===== src/rtl/ex_mem_pipe.sv =====
// ex_mem_pipe: EX/MEM pipeline register with a two-entry skid buffer.
// Optional stall-cycle counter port stall_cnt enabled by EX_MEM_STALL_CNT_EN.
module ex_mem_pipe #(
    parameter int WB_W   = 2,
    parameter int M_W    = 2,
    parameter int DATA_W = 32,
    parameter int REG_W  = 5
) (
    input  logic              clk,
    input  logic              rst_n,
    input  logic              flush,
    input  logic              in_valid,
    output logic              in_ready,
    input  logic [WB_W-1:0]   WB_in,
    input  logic [M_W-1:0]    M_in,
    input  logic [DATA_W-1:0] pc_in,
    input  logic [DATA_W-1:0] aluResult_in,
    input  logic [DATA_W-1:0] rt_in,
    input  logic              zero_in,
    input  logic [REG_W-1:0]  writebackDestination_in,
    output logic              out_valid,
    input  logic              out_ready,
    output logic [WB_W-1:0]   WB_out,
    output logic [M_W-1:0]    M_out,
    output logic [DATA_W-1:0] pc_out,
    output logic [DATA_W-1:0] aluResult_out,
    output logic [DATA_W-1:0] rt_out,
    output logic              zero_out,
    output logic [REG_W-1:0]  writebackDestination_out
`ifdef EX_MEM_STALL_CNT_EN
    ,
    output logic [15:0]       stall_cnt
`endif
);
    localparam int EW = WB_W + M_W + 3 * DATA_W + 1 + REG_W;

    logic [EW-1:0] in_e, o_q, o_d, s_q, s_d;
    logic          ov_q, ov_d, sv_q, sv_d;
    logic          in_xfer, out_xfer;

    assign in_e = {WB_in, M_in, pc_in, aluResult_in, rt_in, zero_in, writebackDestination_in};
    assign {WB_out, M_out, pc_out, aluResult_out, rt_out, zero_out, writebackDestination_out} = o_q;
    assign in_ready  = !sv_q;
    assign out_valid = ov_q;
    assign in_xfer   = in_valid && !sv_q;
    assign out_xfer  = ov_q && out_ready;

    // Output register is cleared whenever it empties so WB/M read as zero.
    always_comb begin
        o_d  = o_q;
        s_d  = s_q;
        ov_d = ov_q;
        sv_d = sv_q;
        if (flush) begin
            o_d  = '0;
            ov_d = 1'b0;
            sv_d = 1'b0;
        end else if (sv_q && out_xfer) begin
            o_d  = s_q;
            sv_d = 1'b0;
        end else if (in_xfer && (!ov_q || out_xfer)) begin
            o_d  = in_e;
            ov_d = 1'b1;
        end else if (in_xfer) begin
            s_d  = in_e;
            sv_d = 1'b1;
        end else if (out_xfer) begin
            o_d  = '0;
            ov_d = 1'b0;
        end
    end

    always_ff @(posedge clk) begin
        if (!rst_n) begin
            o_q  <= '0;
            s_q  <= '0;
            ov_q <= 1'b0;
            sv_q <= 1'b0;
        end else begin
            o_q  <= o_d;
            s_q  <= s_d;
            ov_q <= ov_d;
            sv_q <= sv_d;
        end
    end

`ifdef EX_MEM_STALL_CNT_EN
    logic [15:0] stall_q;

    always_ff @(posedge clk) begin
        if (!rst_n)
            stall_q <= 16'd0;
        else if (ov_q && !out_ready && stall_q != 16'hFFFF)
            stall_q <= stall_q + 16'd1;
    end

    assign stall_cnt = stall_q;
`endif
endmodule

===== config.mk =====
export PLATFORM = sky130hd
export DESIGN_NAME = ex_mem_pipe
export DESIGN_NICKNAME = d
export VERILOG_FILES = /design/src/rtl/ex_mem_pipe.sv
export SDC_FILE = /design/constraint.sdc
export NUM_CORES = 1
export LEC_CHECK = 0
export BUFFER_PORTS_ARGS = -buffer_cell sky130_fd_sc_hd__buf_2
export CAP_MARGIN = 20
export CORE_MARGIN = 2
export CORE_UTILIZATION = 49
export CTS_CLUSTER_DIAMETER = 200
export DETAILED_ROUTE_END_ITERATION = 8
export PLACE_DENSITY = 0.77
export SYNTH_ARGS = -nofsm -noshare
export SYNTH_HDL_FRONTEND = slang
export SYNTH_SLANG_ARGS = --single-unit

===== constraint.sdc =====
create_clock -name clk -period 1.5 [get_ports clk]
set_input_delay 0.225 -clock clk [delete_from_list [all_inputs] [get_ports clk]]
set_output_delay 0.225 -clock clk [all_outputs]
set_load 0.1 [all_outputs]

# [Yosys cells after proc, flatten, opt, wreduce, memory -nomap -nowiden]
# Cells that the tools add are included.
[totals] register_bits=214 out_inout_bits=108 wordCells=32 in_bits=111
[op_classes] eq_ne=2 reduce_logical=15 muxes=7 bitwise_logic=4
[ops] operator="$mux W106" n=4
[ops] operator="$logic_and A1 B1 Y1" n=4
[ops] operator="$not A1 Y1" n=4
[ops] operator="$reduce_and A2 Y1" n=2
[ops] operator="$reduce_and A4 Y1" n=1
[ops] operator="$mux W1" n=3
[ops] operator="$ne A3 B1 Y1 const B" n=1
[ops] operator="$reduce_and A3 Y1" n=1
[ops] operator="$reduce_bool A3 Y1" n=1
[ops] operator="$reduce_or A3 Y1" n=1
[ops] operator="$logic_not A1 Y1" n=2
[ops] operator="$ne A2 B1 Y1 const B" n=1
[ops] operator="$reduce_bool A2 Y1" n=1
[ops] operator="$reduce_or A2 Y1" n=1
[ops] operator="$logic_or A1 B1 Y1" n=1

# [Logic depth before layout (Yosys ltp)]
# Gate-level depths: netlist of the first run.
[depth] word_depth=5 depth_mapped=7 ltp_nobuf=3

# [Worst setup path before layout of the first run]
# Ideal clock, no wire load.
[synth_path] path_kind="register to register" startpoint="register ov_q, in the netlist out_valid" endpoint="register o_q[31]" setup_ps=126 t_required_ps=1374 arrival_time_ps=2047 slack_ps=-673 path_buffers=3 stages_incl_launch_ff=7 period_less_slack_ps=2173 path_cell_list="dfxtp_1 buf_2 nor2_1 a211oi_2 buf_4 buf_6 a221oi_2"
[synth_between] elab_chain_len=5 elab_cells_between_ends=10 classes_between="eq/ne: 1; mux: 2; reduce/logical: 7"
[synth_rtl] element="start: declaration" line="38" rtl="logic ov_q, ov_d, sv_q, sv_d;"
[synth_rtl] element="start signal: assignment" line="82" rtl="ov_q <= ov_d;"
[synth_rtl] element="$logic_not A1 Y1 or $logic_and A1 B1 Y1 (tied branches)" line="61, 46"
[synth_rtl] element="$logic_or A1 B1 Y1" line="61" rtl="end else if (in_xfer && (!ov_q || out_xfer)) begin"
[synth_rtl] element="$logic_and A1 B1 Y1" line="61"
[synth_rtl] element="$ne A3 B1 Y1 (no line) (tied with other cells)"
[synth_rtl] element="$reduce_and A2 Y1 (no line) or $mux W106 (tied branches)"
[synth_rtl] element="end signal: assignment" line="75" rtl="o_q <= '0;"
[synth_rtl] element="end signal: assignment" line="80" rtl="o_q <= o_d;"
[synth_rtl] element="end: declaration" line="37" rtl="logic [EW-1:0] in_e, o_q, o_d, s_q, s_d;"
# Several ways; a longest one is shown, not always the timed one.
# A chain may end at the register's enable or synchronous reset.

# [Worst setup path after layout of the first run]
[layout_path] startpoint="register sv_q" endpoint="register s_q[2]"
[layout_between] elab_chain_len=5 elab_cells_between_ends=7 classes_between="bitwise: 2; reduce/logical: 5"
[layout_rtl] element="start: declaration" line="38"
[layout_rtl] element="start signal: assignment" line="83" rtl="sv_q <= sv_d;"
[layout_rtl] element="$logic_not A1 Y1" line="45" rtl="assign in_xfer = in_valid && !sv_q;"
[layout_rtl] element="$logic_and A1 B1 Y1" line="45"
[layout_rtl] element="$logic_and A1 B1 Y1" line="61"
[layout_rtl] element="$not A1 Y1 (no line)"
[layout_rtl] element="$reduce_and A4 Y1 (no line) (*)"
[layout_rtl] element="end signal: assignment" line="76" rtl="s_q <= '0;"
[layout_rtl] element="end signal: assignment" line="81" rtl="s_q <= s_d;"
[layout_rtl] element="end: declaration" line="37"
# Every way passes the cells marked *; elsewhere a longest branch is shown, timed or not.

==> metrics.cfg, run 1 <==
[power]
p_leak_nw = 4.99
pwr-share-clk_pct = 39.6
p_seq_share_pct = 42.3
power_w = 0.0140
p_comb_share_pct = 18.1
switching_share_pct = 29.2
power_switching_w = 0.00409
ir_drop_uv = 841
internal_power_w = 0.00991
pwr_density_cell_nw_per_um2 = 1090

[critical_path]
critical_path_required_ns = 1.90
critPathKind = reg -> reg
cp-start-kind = flop
cp.arrival_ns = 1.92
end_kind = flop
crit_fanout = 5

[die]
num_io_pins = 219
core_area_um2 = 18600
die_y_um = 142
fp.dieW_um = 142
placementRows = 50
start_util_pct = 49.9
die_area_um2 = 20100

[synthesis]
yosys.area.top_type = dfxtp_1
synthCells = 1066
synth_area_um2 = 9310
yosysSeqAreaShare_pct = 46.0
synth_edf_count = 0
synthDistinctLibCells = 23
yosys.area.top_type_share_pct = 46.0
synth_ff_type = dfxtp_1
netlist_top_cells_count = nand2_1, dfxtp_1, inv_1, o21ai_0, mux2i_1
synth.avg_cell_area_um2 = 8.73
synth_area_leaders = dfxtp_1, nand2_1, mux2i_1, a221oi_2, a221oi_1
syn-num-nets = 1177
synth-async-reset-ratio_pct = 0
ys_warn_count = 0
ys_ff_latch = 214
synth_most_common_cell = nand2_1

[detailed_routing]
drc = 0
totalWireLength_um = 26400
dr.first_iter.drc_count = 495
via_per_inst = 5.44
wl_met2_um = 13200
vias = 8723
wl_met1_um = 10600
drt_pre_antenna_iters = 5
ant_nets = 0
routed.top_layer = met5
wl_met3_um = 1810
post_drt_wl_per_cell_um = 16.4

[sta]
slew_viol_final = 0
tightest_slew_ns = 0.482
period_needed_ns = 1.52
finalCritPeriodShare_pct = 101
slew_headroom_pct = 67.9
setup_slack_ns = -0.0179
tns_ns = -0.0179
hold_viol = 0
skew_ns = 0.00556
grt_setup_unrepaired = true
finalSetupViolations = 1
max_clock_freq_ghz = 0.659

[cts]
cts_tree = yes
clkLatencyLatePin_ns = 0.49
cts_root_buf = clkbuf_16
clkSinkCount = 214
path_clk_slew_ns = 0.06
clock_path_buffers = 3
htreeDepth = 1
numCtsBuffers = 23

[grt]
grt_pass1_wl_um = 41400
grt_pass1_vias = 8788
grt_max_degree = 93
grtUsageTotal_pct = 24.8
grt_antenna_before_repair = 1
grt-ovfl-total = 0

[cells_and_area]
syn_to_final_growth_pct = 37.5
fill_cells = 1353
multiInputGateArea_um2 = 4110
seqCellArea_um2 = 4290
fin_nets = 1465
post-route-util_pct = 68.7
final_layout_size_suffix_gt1_share_pct = 25.1
antennaDiodeCount = 0

[placement]
portBuffers = 218
hpwlAfterDp_um = 15200
pre_cts_slack_ns = -0.108
finalWeightedCongestion = 0.769

[hold_path]
hp-class = in -> reg

[outcome]
status = finished, violations left
violations = setup timing

[run]
cap_violations = 0

worst max-delay path, cell delays in order (launching register included):
cell and delay, ns:
dfxtp_1 0.31, nand2b_4 0.15, nor4b_4 0.31, buf_4 0.23, buf_4 0.17, mux2i_1 0.25
sequential cells by signal (all words and copies together) (netlist names):
register   cells
o_q          106
s_q          106
out_valid      1
sv_q           1
routing by layer:
layer  vias up  GRT usage [%]
li1       4152              -
met4         2           9.21
met3        68           4.66
met2       364           45.1
met1      4137           29.0
met5         -              0
placed cells by master (no fill, tap or decap), types with 2 or more instances in the layout:
| cell type | count |
|---|---|
| buf_6 | 3 |
| a221oi_2 | 41 |
| clkbuf_1 | 7 |
| nand2_1 | 319 |
| buf_12 | 22 |
| a221oi_1 | 65 |
| mux2i_1 | 105 |
| inv_1 | 108 |
| clkbuf_8 | 6 |
| buf_2 | 116 |
| nor2_1 | 2 |
| dfxtp_1 | 213 |
| clkbuf_4 | 54 |
| o21ai_0 | 107 |
| clkbuf_16 | 25 |
| buf_4 | 62 |
| dlygate4sd3_1 | 98 |
timing repair:
action | CTS | global route
buffers inserted | 0 | 3
hold buffers | 98 | 0
cloned | 0 | 2
setup endpoints to repair | 69 | 122
gates resized for setup | 45 | 63
hold endpoints to repair | 173 | 0
layout make-up:
type / count / share of cell area (%)
Sequential cell: 214 / 33.5
Multi-Input combinational cell: 649 / 32.1
Timing Repair Buffer: 358 / 23.2
Clock buffer: 36 / 5.35
Inverter: 108 / 3.17
Tap cell: 234 / 2.29
Clock inverter: 4 / 0.381
power groups by stage:
stage / clock network [W] / registers (W) / logic [W]
after global placement: 0 / 0.00604 / 0.00220
after CTS: 0.00561 / 0.00592 / 0.00246
after detailed placement: 0 / 0.00604 / 0.00222
after floorplan: 0 / 0.00694 / 0.000783
after global routing: 0.00584 / 0.00594 / 0.00267
final: 0.00554 / 0.00593 / 0.00253
through the flow:
step / cells / instance area (µm²) / hold WS (ns)
2_1_floorplan: 1066 / 9370 / 0.367
3_3_place_gp: 1460 / 10700 / 0.438
3_5_place_dp: 1460 / 10700 / 0.444
4_1_cts: 1598 / 12600 / 0.0000557
5_1_grt: 1603 / 12800 / 0.0118
6_report: 1603 / 12800 / 0.0160
kinds of logic after synthesis:
logic type             count (synthesis)  share of synthesized area (%)
muxes                                106                           11.4
and+or+nand+nor                      326                           13.4
DFF                                  214                           46.0
AOI/OAI and AO/OA                    217                           18.8
buffers and inverters                203                           10.4
path summary, 6_finish.rpt:
check	startpoint	to	slack, ns	cells after the start
setup / recovery	sv_q	s_q[2]	-0.02	5
hold / removal	rt_in[26]	o_q[32]	0.02	3
setup reg to reg	sv_q	s_q[2]	-0.02	5
hold reg to reg	s_q[43]	s_q[43]	0.45	2
(Power assumes the default switching activity.)
==> run 2: changes to the inputs <==
--- a/config.mk
+++ b/config.mk
@@ -12,6 +12,7 @@
 export CTS_CLUSTER_DIAMETER = 200
 export DETAILED_ROUTE_END_ITERATION = 8
 export PLACE_DENSITY = 0.77
+export REMOVE_ABC_BUFFERS = 1
 export SYNTH_ARGS = -nofsm -noshare
 export SYNTH_HDL_FRONTEND = slang
 export SYNTH_SLANG_ARGS = --single-unit
==> metrics.cfg, run 2 (synthesized netlist as in run 1, its figures left out) <==
[cts]
clkLatencyLatePin_ns = 0.49
clkSinkCount = 214
numCtsBuffers = 23
cts_tree = yes
path_clk_slew_ns = 0.06
clock_path_buffers = 3
htreeDepth = 1
cts_root_buf = clkbuf_16

[grt]
grt_pass1_vias = 8469
grt_pass1_wl_um = 41000
grtUsageTotal_pct = 24.5
grt-ovfl-total = 0
grt_max_degree = 103
grt_antenna_before_repair = 2

[critical_path]
startpoint = sv_q
crit-reg2reg-launch = sv_q
critical_path_required_ns = 1.92
cp.arrival_ns = 1.94
critPathKind = reg -> reg
end_kind = flop
crit_fanout = 10
cp-start-kind = flop

[sta]
tightest_slew_ns = 0.509
slew_viol_final = 0
period_needed_ns = 1.52
max_clock_freq_ghz = 0.658
finalCritPeriodShare_pct = 101
tns_ns = -0.0819
finalSetupViolations = 8
skew_ns = 0.00592
grt_setup_unrepaired = true
setup_slack_ns = -0.0193
hold_viol = 0
slew_headroom_pct = 66.1

[run]
cap_violations = 0

[power]
ir_drop_uv = 795
p_leak_nw = 4.99
power_w = 0.0139
pwr_density_cell_nw_per_um2 = 1090

[die]
placementRows = 50
die_area_um2 = 20100
start_util_pct = 49.9
num_io_pins = 219
core_area_um2 = 18600
fp.dieW_um = 142
die_y_um = 142

[detailed_routing]
drc = 0
post_drt_wl_per_cell_um = 16.6
drt_pre_antenna_iters = 5
vias = 8733
dr.first_iter.drc_count = 540
totalWireLength_um = 26600
via_per_inst = 5.46
ant_nets = 0

[cells_and_area]
final_cell_mix = nand2_1, dfxtp_1, buf_2, inv_1, o21ai_0
multiInputGateArea_um2 = 4170
top_regs = o_q (106), s_q (106)
final_common_cell = nand2_1
seqCellArea_um2 = 4290
fill_cells = 1369
fin_nets = 1462
final_layout_size_suffix_gt1_share_pct = 26.3
syn_to_final_growth_pct = 37.0
post-route-util_pct = 68.4
final_cells = 1599

[outcome]
violations = setup timing
status = finished, violations left

[hold_path]
hold_start = pc_in[0]
hp-class = in -> reg

[placement]
dpl.cell_count = 1464
portBuffers = 218
hpwlAfterDp_um = 15200
finalWeightedCongestion = 0.814
pre_cts_slack_ns = 0.0135

run 2: routing by layer:
layer / global-route usage, % / vias up / share of wire, % / wire length, µm
li1: - / 4151 / - / -
met1: 31.7 / 4133 / 43 / 11400
met2: 42.2 / 390 / 48 / 12800
met3: 3.91 / 57 / 6.7 / 1780
met4: 7.84 / 2 / 2.4 / 636
met5: 0 / - / 0.049 / 13
run 2: stage by stage:
stage,cell area [µm²],hold slack [ns]
CTS,12400,0.000975
floorplan,8750,0.367
detailed placement,10700,0.444
global route,12800,0.00294
global placement,10700,0.439
finish,12800,0.0145
run 2: final timing paths:
path              to  slack (ns)  depth (start not counted)
max reg2reg   s_q[0]       -0.02                          6
min reg2reg  s_q[69]        0.45                          2
min          s_q[70]        0.01                          3
max           s_q[0]       -0.02                          6
run 2: area by class of cell:
| cell class | count | share of cell area [%] |
|---|---|---|
| clock inverter | 5 | 0.441 |
| clock buffer | 33 | 5.20 |
| sequential | 214 | 33.6 |
| inverter | 108 | 3.18 |
| multi-input combinational | 649 | 32.7 |
| timing repair buffer | 355 | 22.6 |
| antenna | 1 | 0.0196 |
| tap | 234 | 2.30 |
run 2: what timing repair did:
action                                  in CTS  in global routing
gates cloned                                 0                  4
gates resized for setup                     53                 58
buffers inserted                             0                  4
hold endpoints to repair                   137                  0
pin swaps                                    0                  1
endpoints found under the setup margin      58                129
hold buffers                                88                  0
run 2: worst max-delay path: stages (launching register included):
cell       delay [ns]
dfxtp_1          0.31
nand2b_4         0.15
nor4b_4          0.21
buf_4            0.19
clkbuf_4         0.20
clkbuf_16        0.19
mux2i_1          0.19
run 2: report_power, final:
part           internal [W]  switching, W  leakage [nW]
combinational      0.000758       0.00177          2.90
clock               0.00322       0.00219         0.352
sequential          0.00584     0.0000909          1.74
total               0.00982       0.00405          4.99
==> run 3: changes to the inputs <==
--- a/config.mk
+++ b/config.mk
@@ -7,6 +7,7 @@
 export LEC_CHECK = 0
 export BUFFER_PORTS_ARGS = -buffer_cell sky130_fd_sc_hd__buf_2
 export CAP_MARGIN = 20
+export CORE_ASPECT_RATIO = 0.75
 export CORE_MARGIN = 2
 export CORE_UTILIZATION = 49
 export CTS_CLUSTER_DIAMETER = 200
==> metrics.cfg, run 3 (synthesized netlist as in run 1, its figures left out) <==
[cts]
clock_path_buffers = 3
clkSinkCount = 214
cts_root_buf = clkbuf_16
path_clk_slew_ns = 0.06
htreeDepth = 1
numCtsBuffers = 22
clkLatencyLatePin_ns = 0.50
cts_tree = yes

[power]
p_comb_share_pct = 17.7
power_switching_w = 0.00414
internal_power_w = 0.0104
pwr-share-clk_pct = 41.4
p_seq_share_pct = 40.9
switching_share_pct = 28.6
p_leak_nw = 5.06
pwr_density_cell_nw_per_um2 = 1120
ir_drop_uv = 941

[run]
cap_violations = 0

[die]
fp.dieW_um = 163
placementRows = 43
start_util_pct = 50.2
core_area_um2 = 18600
num_io_pins = 219
die_area_um2 = 20100
die_y_um = 123

[detailed_routing]
via_per_inst = 5.42
vias = 8766
post_drt_wl_per_cell_um = 17.2
dr.first_iter.drc_count = 789
drc = 0
totalWireLength_um = 27800
drt_pre_antenna_iters = 5
ant_nets = 0

[hold_path]
hold_start = rt_in[23]
hp-class = in -> reg
whs_endpoint = o_q[29]
whs_path_depth = 3

[critical_path]
crit_chain = buf_2
crit_fanout = 2
cp.buffers_inverters = 1
cp.arrival_ns = 1.26
slowest_delay_ns = 0.43
end_kind = primary output
critPathKind = reg -> out
r2r-end = s_q[31]
crit_slowest_cell = buf_2
crit-reg2reg-launch = sv_q
crit_family = buffers and inverters
r2r_slack_ns = 0.02
r2r_cells = 5
cp-start-kind = flop
critical_path_required_ns = 1.27

[sta]
tns_ns = 0
finalSetupViolations = 0
skew_ns = 0.0147
finalCritPeriodShare_pct = 99.1
max_clock_freq_ghz = 0.673
grt_setup_unrepaired = true
slew_headroom_pct = 66.8
period_needed_ns = 1.49
hold_viol = 0
tightest_slew_ns = 0.498
slew_viol_final = 0

[cells_and_area]
post-route-util_pct = 70.0
final_common_cell = nand2_1
fin_nets = 1464
final_cells = 1617
final_layout_size_suffix_gt1_share_pct = 25.2
syn_to_final_growth_pct = 39.5
final_cell_mix = nand2_1, dfxtp_1, buf_2, inv_1, o21ai_0
top_regs = o_q (106), s_q (106)

[grt]
grt-ovfl-total = 0
grt_max_degree = 117
grt_pass1_wl_um = 41300
grt_pass1_vias = 8192
grtUsageTotal_pct = 25.3
grt_antenna_before_repair = 1

[placement]
portBuffers = 218
hpwlAfterDp_um = 15200
dpl.cell_count = 1471
finalWeightedCongestion = 0.765

[outcome]
status = finished clean

## run 3: changes by cell type in the layout (fill, tap and decap cells not counted), moves of 3 or more
cell | before | now
buf_2 | 129 | 111
dlygate4sd3_1 | 88 | 101
a221oi_1 | 56 | 65
a221oi_2 | 50 | 41
buf_12 | 18 | 23
clkbuf_4 | 36 | 41
buf_6 | 8 | 4
bufinv_16 | 1 | 4
## run 3: area by class of cell
type	instances	area (µm²)
clock buffer	32	659
clock inverter	8	140
timing repair buffer	358	3060
sequential	214	4290
antenna	1	2.50
inverter	108	405
tap	247	309
fill	1324	5570
multi-input combinational	649	4130
## run 3: tightest hold or removal path: stages
cell and delay (ns):
buf_2 0.11, nand2_1 0.06, a221oi_1 0.06
## run 3: power groups by stage
stage | Sequential [W] | Combinational [W] | Clock [W]
6_report | 0.00593 | 0.00257 | 0.00601
5_1_grt | 0.00594 | 0.00270 | 0.00635
4_1_cts | 0.00592 | 0.00250 | 0.00609
3_5_place_dp | 0.00604 | 0.00224 | 0
3_3_place_gp | 0.00604 | 0.00222 | 0
2_1_floorplan | 0.00694 | 0.000589 | 0
## run 3: per-stage QoR
| stage | setup slack (ns) | hold WS [ns] | total power (W) | cell area (µm²) |
|---|---|---|---|---|
| finish | 0.0133 | 0.0169 | 0.0145 | 13000 |
| global route | -0.0467 | 0.00698 | 0.0150 | 13000 |
| CTS | 0.000921 | 0.000108 | 0.0145 | 12700 |
| detailed placement | 0.0286 | 0.446 | 0.00829 | 10700 |
| global placement | 0.0562 | 0.439 | 0.00826 | 10700 |
| floorplan | -8.57 | 0.367 | 0.00753 | 8750 |
## run 3: how the worst max path moves through the flow
stage,start,to,slack [ns],cells after the start
floorplan,out_valid,s_q[0],-8.57,2
global route,sv_q,s_q[29],-0.05,5
global placement,in_valid,s_q[69],0.06,6
CTS,o_q[11],rt_out[5],0.0009,1
detailed placement,out_valid,o_q[51],0.03,5
finish,o_q[70],pc_out[0],0.01,1
## run 3: metal layers
metal  routed length (µm)  global-route usage [%]  vias up
li1                     -                       -     4156
met1                12300                    33.8     4191
met2                12900                    42.4      375
met3                 2070                    4.93       44
met4                  530                    6.25        0
met5                    0                       0        -
## run 3: timing repair
action | in CTS | in global routing
setup endpoints to repair | 64 | 102
cloned | 0 | 4
hold buffers | 101 | 0
resized for setup | 67 | 52
hold endpoints to repair | 176 | 0
setup buffers | 0 | 0
